--- config.mk ---
export PLATFORM = sky130hd
export DESIGN_NAME = seq_detector_param
export DESIGN_NICKNAME = d
export VERILOG_FILES = /design/src/rtl/seq_det_pkg.sv /design/src/rtl/sat_counter.sv /design/src/rtl/seq_detector_param.sv
export SDC_FILE = /design/constraint.sdc
export NUM_CORES = 1
export LEC_CHECK = 0
export ABC_AREA = 1
export CAP_MARGIN = 20
export CORE_MARGIN = 2
export CORE_UTILIZATION = 35
export CTS_CLUSTER_SIZE = 24
export DETAILED_ROUTE_END_ITERATION = 8
export PLACE_DENSITY = 0.68
export SYNTH_ARGS = -nofsm -noshare
export SYNTH_HDL_FRONTEND = slang
export SYNTH_SLANG_ARGS = --single-unit
--- constraint.sdc ---
create_clock -name clk -period 1.6 [get_ports clk]
set_clock_uncertainty 0.05 [all_clocks]
set_input_delay 0.16 -clock clk [delete_from_list [all_inputs] [get_ports clk]]
set_output_delay 0.16 -clock clk [all_outputs]
set_load 0.02 [all_outputs]
--- src/rtl/seq_det_pkg.sv ---
// Shared constants and helpers for the parametrised serial pattern detector.
package seq_det_pkg;

    localparam logic MODE_OVERLAP    = 1'b1;
    localparam logic MODE_NONOVERLAP = 1'b0;

    localparam logic [3:0] DEFAULT_PATTERN = 4'b1011;

    // Width of a counter that must hold every value 0..len inclusive.
    function automatic int fill_w(input int len);
        return $clog2(len + 1);
    endfunction

endpackage

--- src/rtl/sat_counter.sv ---
// Saturating up-counter with synchronous clear; holds at all-ones.
module sat_counter #(
    parameter int W = 8
) (
    input  logic         clk,
    input  logic         rst,
    input  logic         clr,
    input  logic         inc,
    output logic [W-1:0] count
);

    always_ff @(posedge clk) begin
        if (rst || clr)
            count <= '0;
        else if (inc && (count != '1))
            count <= count + 1'b1;
    end

endmodule

--- src/rtl/seq_detector_param.sv ---
// LEN-bit serial pattern detector with runtime-reloadable pattern and overlap mode.
// Optional saturating match counter enabled by defining MATCH_COUNT_EN.
module seq_detector_param
    import seq_det_pkg::*;
#(
    parameter int             LEN     = 4,
    parameter logic [LEN-1:0] PATTERN = LEN'(DEFAULT_PATTERN),
    parameter logic           OVERLAP = MODE_OVERLAP,
    parameter int             CNT_W   = 8
) (
    input  logic             clk,
    input  logic             rst,
    input  logic             in_valid,
    input  logic             in_seq,
    input  logic             cfg_load,
    input  logic [LEN-1:0]   cfg_pattern,
    input  logic             cfg_overlap,
`ifdef MATCH_COUNT_EN
    output logic [CNT_W-1:0] match_count,
`endif
    output logic             seq_detected
);

    localparam int FW = fill_w(LEN);

    logic [LEN-1:0] history, hist_n, pattern_q;
    logic [FW-1:0]  fill, fill_n;
    logic           overlap_q;
    logic           match;

    // fill gates the compare so stale or all-zero history can never match early.
    always_comb begin
        hist_n = {history[LEN-2:0], in_seq};
        fill_n = (fill == FW'(LEN)) ? fill : fill + 1'b1;
        match  = in_valid && !cfg_load && (fill_n == FW'(LEN)) && (hist_n == pattern_q);
    end

    always_ff @(posedge clk) begin
        if (rst) begin
            history      <= '0;
            fill         <= '0;
            pattern_q    <= PATTERN;
            overlap_q    <= OVERLAP;
            seq_detected <= 1'b0;
        end else if (cfg_load) begin
            pattern_q    <= cfg_pattern;
            overlap_q    <= cfg_overlap;
            history      <= '0;
            fill         <= '0;
            seq_detected <= 1'b0;
        end else if (in_valid) begin
            history      <= hist_n;
            fill         <= (match && (overlap_q == MODE_NONOVERLAP)) ? '0 : fill_n;
            seq_detected <= match;
        end else begin
            seq_detected <= 1'b0;
        end
    end

`ifdef MATCH_COUNT_EN
    sat_counter #(.W(CNT_W)) u_match_cnt (
        .clk   (clk),
        .rst   (rst),
        .clr   (cfg_load),
        .inc   (match),
        .count (match_count)
    );
`endif

endmodule

==> results_dict.tcl, run 1 <==
set metrics [dict create \
    status "complete, no violations" \
    dr.pass1.iters 4 \
    synth_area_leaders "dfxtp_1 (43%), inv_1 (11%), nand2_1 (11%)" \
    p_per_area_mw_per_mm2 895 \
    drive_gt1_frac 0.0947 \
    dieArea_mm2 0.00192 \
    io_pins 11 \
    final_cells 111 \
    syn2layout_area_growth_pct 31.5 \
    drt-vias-per-instance 4.72 \
    cts_sinks 12 \
    place_hpwl_um 847 \
    yosys_warnings 0 \
    initial_core_util 0.373 \
    ys.flop_type "dfxtp_1" \
    synth-seq-area-share 0.432 \
    core_region_area_mm2 0.00149 \
    min_period_ps 1430 \
    synth_cell_types 14 \
    vias 524 \
    fin_crit_sh 0.892 \
    worstPathCellList "inv_1, ha_1, inv_1, nand2_1, nor2_1, nand3_1, nor2_2, nand3_1, nand2_1, a21oi_1" \
    fmax_mhz 701 \
    start_kind "register" \
    totalWireLength_um 1080 \
    async_reset_ff_frac 0 \
    drt_iter0_drc 9 \
    crit_required_ps 1720 \
    endpoint_kind "register" \
    antenna_found_initial 0 \
    maxCapViolCount 0 \
    grtUsageTotal 0.120 \
    grt_pass1_wl_um 1700 \
    worst_slack_ps 173 \
    rsz0062_at_grt "false" \
    netlist.area_leader.share 0.432 \
    routabilityCongestion 0.760 \
    clockRootBuffer "clkbuf_4" \
    ys_ff_latch 12 \
    critical_path.max_fanout 4 \
    grt_pass1_vias 446 \
    syn_inst 79 \
    fin_tns_setup_ps 0 \
    cp_top_family "simple AND/OR/NAND/NOR gates" \
    hp-class "input pin to register" \
    worstSetupPathType "register to register" \
    portBuffers 10 \
    placedCellCount 107 \
    clk_pin_slew_ps 80 \
    leakage_nw 0.334 \
    synth_edf_count 0 \
    synth.cell_area_um2 556 \
    rows 14 \
    cts_buffers 3 \
    remaining_drc_errors 0 \
    grt_max_degree 9 \
    timing.rr.end "fill[2]$_SDFFE_PP0P_" \
    drt.antenna.violating_nets 0 \
    antennaDiodeCount 0 \
    wl_per_cell_um 9.69 \
    cts-htree-levels 1 \
    max-vdd-ir-drop_uv 390 \
    maxSlewViolCount 0 \
    tritoncts "built" \
    die_h_um 43.8 \
    regArea_um2 241 \
    nFillCells 148 \
    placed_area_um2 693 \
    cts.path.max_buffers 2 \
    syn_avg_cell_area_um2 7.03 \
    cpMaxStageDelayCell "dfxtp_2" \
    grt-ovfl-total 0 \
    max_stage_delay_ps 350 \
    die_w_um 43.8 \
    r2r_start "fill[0]$_SDFFE_PP0P_" \
    finalHoldViolCount 0 \
    place_ws_ps 129 \
    min_to "pattern_q[3]$_SDFFE_PP1P_" \
    hold_path_startpoint "cfg_pattern[3]" \
    r2r_setup_slack_ps 170 \
    synth_top_cells_by_count "inv_1 (16), nand2_1 (16), dfxtp_1 (12), a21oi_1 (9), o21ai_0 (8)" \
    cp_num_buf_inv 2 \
    hold_depth 3 \
    clk_latency_ps 280 \
    worst_slew_pin_slew_ps 360 \
    r2r_cells 10 \
    setup_viol 0 \
    multi_input_area_um2 250 \
    synth_nets 91 \
    arrival_ps 1540 \
    nNetsFinal 108 \
    relSlewSlack 0.759 \
    synth.largest_area_cell "dfxtp_1" \
    final_cell_area_um2 731 \
]
==> cell families after synthesis <==
group / after synthesis / synth area share
buffers and inverters: 17 / 0.117
xor gates and xnor gates: 2 / 0.0315
and+or+nand+nor: 28 / 0.207
AOI/OAI and AO/OA: 18 / 0.167
DFF: 12 / 0.432
adders and majority gates: 2 / 0.0450
==> area by class of cell <==
type / instances / share of cell area
timing repair buffer: 13 / 0.168
multi-input combinational: 50 / 0.342
inverter: 16 / 0.0822
clock buffer: 4 / 0.0497
sequential: 12 / 0.330
tap: 16 / 0.0274
==> report_power, final <==
part           total [mW]  internal [mW]  switching, mW
logic              0.0857         0.0443         0.0413
clock network       0.246          0.138          0.107
registers           0.323          0.314        0.00922
total               0.654          0.496          0.158
==> layout by cell type (no fill, tap or decap) <==
cell and instances:
xnor2_1 1, dfxtp_1 11, buf_4 3, xor2_1 1, clkdlybuf4s50_1 10, nand2_1 16
nor3_1 1, nor2_1 5, clkbuf_8 1, a21oi_1 9, nor2_2 1, inv_1 16
ha_1 2, o211ai_1 1, o21ai_0 8, dfxtp_2 1, clkbuf_4 3, nand3_1 5
==> sequential cells by signal, summed over array words and instances (netlist names) <==
signal,cells
overlap_q,1
pattern_q,4
seq_detected,1
history,3
fill,3
==> timing repair <==
action / CTS / global route
buffers inserted: 0 / 0
gates resized for setup: 0 / 1
hold buffers: 0 / 0
setup endpoints to repair: 0 / 1
==> worst max path at each step <==
| stage | startpoint | endpoint | slack, ps | depth (start not counted) |
|---|---|---|---|---|
| floorplan | fill[0]$_SDFFE_PP0P_ | fill[2]$_SDFFE_PP0P_ | 230 | 10 |
| global placement | fill[0]$_SDFFE_PP0P_ | fill[2]$_SDFFE_PP0P_ | 160 | 10 |
| detailed placement | fill[0]$_SDFFE_PP0P_ | fill[2]$_SDFFE_PP0P_ | 130 | 10 |
| CTS | fill[0]$_SDFFE_PP0P_ | fill[2]$_SDFFE_PP0P_ | 110 | 10 |
| global route | fill[0]$_SDFFE_PP0P_ | fill[2]$_SDFFE_PP0P_ | 20 | 10 |
| finish | fill[0]$_SDFFE_PP0P_ | fill[2]$_SDFFE_PP0P_ | 170 | 10 |
==> metrics by stage <==
step,utilization,power (mW),hold WS [ps]
finish,0.491,0.654,420
global route,0.491,0.689,441
detailed placement,0.466,0.415,411
floorplan,-,0.373,182
CTS,0.490,0.659,422
global placement,0.466,0.412,402
==> tightest hold or removal path, delay by kind of cell <==
family,cells,cell delay [ps]
buffers and inverters,1,400
and+or+nand+nor,2,130
==> metal layers <==
layer,GRT usage,part of all wire
met1,0.151,0.49
met5,0,0
met4,0.0727,0.019
met2,0.185,0.43
met3,0.0292,0.055
No activity file was read; power rests on OpenSTA's default activity.
==> run 2: changes to the inputs <==
--- a/config.mk
+++ b/config.mk
@@ -9,9 +9,9 @@
 export CAP_MARGIN = 20
 export CORE_MARGIN = 2
 export CORE_UTILIZATION = 35
+export CTS_CLUSTER_DIAMETER = 100
 export CTS_CLUSTER_SIZE = 24
 export DETAILED_ROUTE_END_ITERATION = 8
-export PLACE_DENSITY = 0.68
 export SYNTH_ARGS = -nofsm -noshare
 export SYNTH_HDL_FRONTEND = slang
 export SYNTH_SLANG_ARGS = --single-unit
==> results_dict.tcl, run 2 (synthesis gave the netlist of run 1 again) <==
set metrics [dict create \
    critical_path.max_fanout 4 \
    clk_latency_ps 280 \
    largest_reg_flops 4 \
    fin_tns_setup_ps 0 \
    r2r_setup_slack_ps 140 \
    antenna_found_initial 0 \
    placed_area_um2 693 \
    met1_usage 0.145 \
    dr.pass1.iters 4 \
    totalWireLength_um 996 \
    grt-ovfl-total 0 \
    top_register "pattern_q" \
    drive_gt1_frac 0.0842 \
    finalHoldViolCount 0 \
    worstSetupPathType "register to register" \
    postLayoutCoreUtil 0.490 \
    rows 14 \
    relSlewSlack 0.773 \
    cp-startpoint "fill[0]$_SDFFE_PP0P_" \
    vias 502 \
    hp-class "input pin to register" \
    dieArea_mm2 0.00192 \
    cts.path.max_buffers 2 \
    portBuffers 10 \
    clk_pin_slew_ps 80 \
    post_cts_buffers 0 \
    maxCapViolCount 0 \
    p_per_area_mw_per_mm2 895 \
    cts_hold_buf 0 \
    fin_crit_sh 0.913 \
    fmax_mhz 685 \
    clockRootBuffer "clkbuf_4" \
    cts_sinks 12 \
    max_stage_delay_ps 370 \
    cts-htree-levels 1 \
    wl_per_cell_um 8.97 \
    grt_pass1_vias 428 \
    crit_required_ps 1720 \
    worst_slew_pin_slew_ps 339 \
    busiest_layer "met2" \
    maxSlewViolCount 0 \
    status "complete, no violations" \
    final_cell_area_um2 729 \
    max-vdd-ir-drop_uv 497 \
    syn2layout_area_growth_pct 31.3 \
    cts_buffers 3 \
    timing.rr.end "fill[2]$_SDFFE_PP0P_" \
    routabilityCongestion 0.768 \
    reg_top3 "pattern_q x4, fill x3, history x3" \
    grtUsageTotal 0.125 \
    endpoint_kind "register" \
    core_region_area_mm2 0.00149 \
    initial_core_util 0.373 \
    die_h_um 43.8 \
    grt_pass1_wl_um 1720 \
    remaining_drc_errors 0 \
    arrival_ps 1580 \
    start_kind "register" \
    tritoncts "built" \
    drt-vias-per-instance 4.52 \
    setup_viol 0 \
    die_w_um 43.8 \
    leakage_nw 0.333 \
    mostFrequentLayoutCells "inv_1 (16), nand2_1 (16), dfxtp_1 (12)" \
    r2r_cells 10 \
    grtUsageMet2 0.203 \
    r2r_start "fill[0]$_SDFFE_PP0P_" \
    worstPathCellList "inv_1, ha_1, inv_1, nand2_1, nor2_1, nand3_1, nor2_2, nand3_1, nand2_1, a21oi_1" \
    cpMaxStageDelayCell "dfxtp_1" \
    fin_hold_ws_ps 398 \
    cts_resized 0 \
    drt.antenna.violating_nets 0 \
    min_period_ps 1460 \
    rsz0062_at_grt "false" \
    antennaDiodeCount 0 \
    io_pins 11 \
    grt_max_degree 9 \
    use_met3 0.0625 \
    worstSetupEndpoint "fill[2]$_SDFFE_PP0P_" \
    place_hpwl_um 788 \
    drt_iter0_drc 7 \
    nNetsFinal 108 \
]
run 2: cell types whose count changed in the layout (fill, tap and decap cells not counted):
cell and change:
dfxtp_1 +1, dfxtp_2 -1
run 2: per-layer routing:
metal / routed length, um / up-vias
li1: - / 282
met1: 503 / 207
met2: 431 / 13
met3: 62 / 0
met4: 0 / 0
met5: 0 / -
run 2: worst min path at each step:
stage / startpoint / endpoint / slack [ps] / depth (start not counted)
finish: cfg_pattern[3] / pattern_q[3]$_SDFFE_PP1P_ / 400 / 3
global route: cfg_pattern[3] / pattern_q[3]$_SDFFE_PP1P_ / 390 / 3
CTS: cfg_pattern[3] / pattern_q[3]$_SDFFE_PP1P_ / 390 / 3
detailed placement: pattern_q[2]$_SDFFE_PP0P_ / pattern_q[2]$_SDFFE_PP0P_ / 410 / 2
global placement: overlap_q$_SDFFE_PP1P_ / overlap_q$_SDFFE_PP1P_ / 420 / 2
floorplan: rst / seq_detected$_SDFF_PP0_ / 180 / 1
run 2: stage by stage:
stage | setup slack, ps | cells | power, mW
after floorplan | 234 | 79 | 0.373
after global placement | 160 | 107 | 0.413
after detailed placement | 154 | 107 | 0.414
after CTS | 138 | 111 | 0.663
after global routing | 6.74 | 111 | 0.688
final | 140 | 111 | 0.653
run 2: report_power, final:
group	internal, mW	switching, mW
clock	0.138	0.108
sequential	0.313	0.00896
combinational	0.0441	0.0398
total	0.496	0.157
run 2: area by class of cell:
cell class	count	area, um2
Sequential cell	12	240
Fill cell	142	759
Clock buffer	4	36.3
Timing Repair Buffer	13	123
Tap cell	16	20.0
Inverter	16	60.1
Multi-Input combinational cell	50	250
run 2: critical path, delay by kind of cell, from the launching register on:
family	cells	cell delay (ps)
simple gates	6	460
flops	1	370
fa+ha+maj	1	280
buf+inv	2	120
compound gates	1	50
==> run 3: changes to the inputs <==
--- a/config.mk
+++ b/config.mk
@@ -7,11 +7,12 @@
 export LEC_CHECK = 0
 export ABC_AREA = 1
 export CAP_MARGIN = 20
-export CORE_MARGIN = 2
-export CORE_UTILIZATION = 35
+export CORE_AREA = 2 2 39 41
 export CTS_CLUSTER_DIAMETER = 100
 export CTS_CLUSTER_SIZE = 24
 export DETAILED_ROUTE_END_ITERATION = 8
+export DIE_AREA = 0 0 41 43
+export DONT_BUFFER_PORTS = 1
 export SYNTH_ARGS = -nofsm -noshare
 export SYNTH_HDL_FRONTEND = slang
 export SYNTH_SLANG_ARGS = --single-unit
==> results_dict.tcl, run 3 (synthesis gave the netlist of run 1 again) <==
set metrics [dict create \
    status "complete, no violations" \
    rows 14 \
    worstSetupEndpoint "pattern_q[1]$_SDFFE_PP1P_" \
    die_w_um 41 \
    reg_top3 "pattern_q x4, fill x3, history x3" \
    finalHoldViolCount 0 \
    combPwrFrac 0.118 \
    arrival_ps 1580 \
    vias 504 \
    relSlewSlack 0.765 \
    initial_core_util 0.401 \
    cts.path.max_buffers 2 \
    fin_crit_sh 0.912 \
    nNetsFinal 103 \
    cts-htree-levels 1 \
    min_period_ps 1460 \
    max-vdd-ir-drop_uv 461 \
    dr.pass1.iters 2 \
    top_register "pattern_q" \
    clk_latency_ps 270 \
    p_per_area_mw_per_mm2 909 \
    clock_power_share 0.380 \
    antennaDiodeCount 0 \
    drt.antenna.violating_nets 0 \
    p_total_mw 0.643 \
    hold_depth 3 \
    io_pins 11 \
    r2r_cells 10 \
    place_ws_ps 140 \
    critical_path.max_fanout 8 \
    core_region_area_mm2 0.00138 \
    p_sw_frac 0.240 \
    clk_pin_slew_ps 80 \
    grt_pass1_wl_um 1970 \
    drt_iter0_drc 6 \
    p_seq_frac 0.502 \
    totalWireLength_um 1140 \
    endpoint_kind "register" \
    p_sw_mw 0.155 \
    leakage_nw 0.315 \
    largest_reg_flops 4 \
    maxCapViolCount 0 \
    r2r_start "fill[0]$_SDFFE_PP0P_" \
    timing.rr.end "fill[2]$_SDFFE_PP0P_" \
    grtUsageTotal 0.173 \
    r2r_setup_slack_ps 160 \
    clockRootBuffer "clkbuf_4" \
    grt_max_degree 9 \
    worst_slack_ps 141 \
    cp-startpoint "cfg_load" \
    hp-class "input pin to register" \
    nFillCells 153 \
    crit_required_ps 1720 \
    mostFrequentLayoutCells "inv_1 (15), nand2_1 (15), dfxtp_1 (11)" \
    place_hpwl_um 730 \
    worst_slew_pin_slew_ps 351 \
    postLayoutCoreUtil 0.511 \
    cts_sinks 12 \
    fmax_mhz 686 \
    routabilityCongestion 0.759 \
    cts_buffers 3 \
    tritoncts "built" \
    p_int_mw 0.488 \
    worstSetupPathType "input pin to register" \
    remaining_drc_errors 0 \
    drive_gt1_frac 0.133 \
    maxSlewViolCount 0 \
    portBuffers 0 \
    grt-ovfl-total 0 \
    syn2layout_area_growth_pct 27.3 \
    dieArea_mm2 0.00176 \
    die_h_um 43 \
    wl_per_cell_um 10.7 \
    antenna_found_initial 0 \
    fin_hold_ws_ps 2.88 \
    drt-vias-per-instance 4.75 \
    start_kind "input pin" \
    setup_viol 0 \
    grt_pass1_vias 486 \
]
-- run 3: metrics by stage --
stage          cell area [um2]  instances  TNS, ps
5_1_grt                    707        106    -11.4
6_report                   707        106        0
3_3_place_gp               571         94        0
4_1_cts                    677        105        0
3_5_place_dp               571         94        0
2_1_floorplan              556         79        0
-- run 3: timing repair --
item | in CTS | in global routing
hold buffers | 7 | 0
gates resized for setup | 0 | 6
endpoints found under the hold margin | 9 | 0
endpoints found under the setup margin | 0 | 1
setup buffers | 0 | 1
-- run 3: worst min-delay path by stage --
stage	end	slack [ps]	start
2_1_floorplan	seq_detected$_SDFF_PP0_	180	rst
3_3_place_gp	seq_detected$_SDFF_PP0_	190	rst
3_5_place_dp	seq_detected$_SDFF_PP0_	180	rst
4_1_cts	fill[1]$_SDFFE_PP0P_	10	in_valid
5_1_grt	fill[1]$_SDFFE_PP0P_	20	in_valid
6_report	fill[1]$_SDFFE_PP0P_	3	in_valid
-- run 3: area by class of cell --
class,count,area (um2),area share
multi-input cells,50,272,0.384
flip-flops and latches,12,241,0.342
repair buffers,8,77.6,0.110
inverters,16,60.1,0.0850
clock buffers,4,36.3,0.0513
well taps,16,20.0,0.0283
-- run 3: worst max-delay path: stages --
cell           delay [ps]
dlygate4sd3_1         640
a21oi_1               140
o21ai_0                80
dlygate4sd3_1         550
-- run 3: routing by layer --
layer	wire length, um	global-route usage	share of wire
met1	481	0.209	0.42
met2	579	0.247	0.51
met3	55	0.0576	0.048
met4	20	0.120	0.018
met5	0	0	0
-- run 3: power groups by stage --
stage	combinational, mW	sequential (mW)	clock, mW
4_1_cts	0.0686	0.322	0.250
2_1_floorplan	0.0453	0.327	0
3_3_place_gp	0.0484	0.329	0
6_report	0.0756	0.323	0.244
3_5_place_dp	0.0497	0.329	0
5_1_grt	0.0893	0.325	0.270
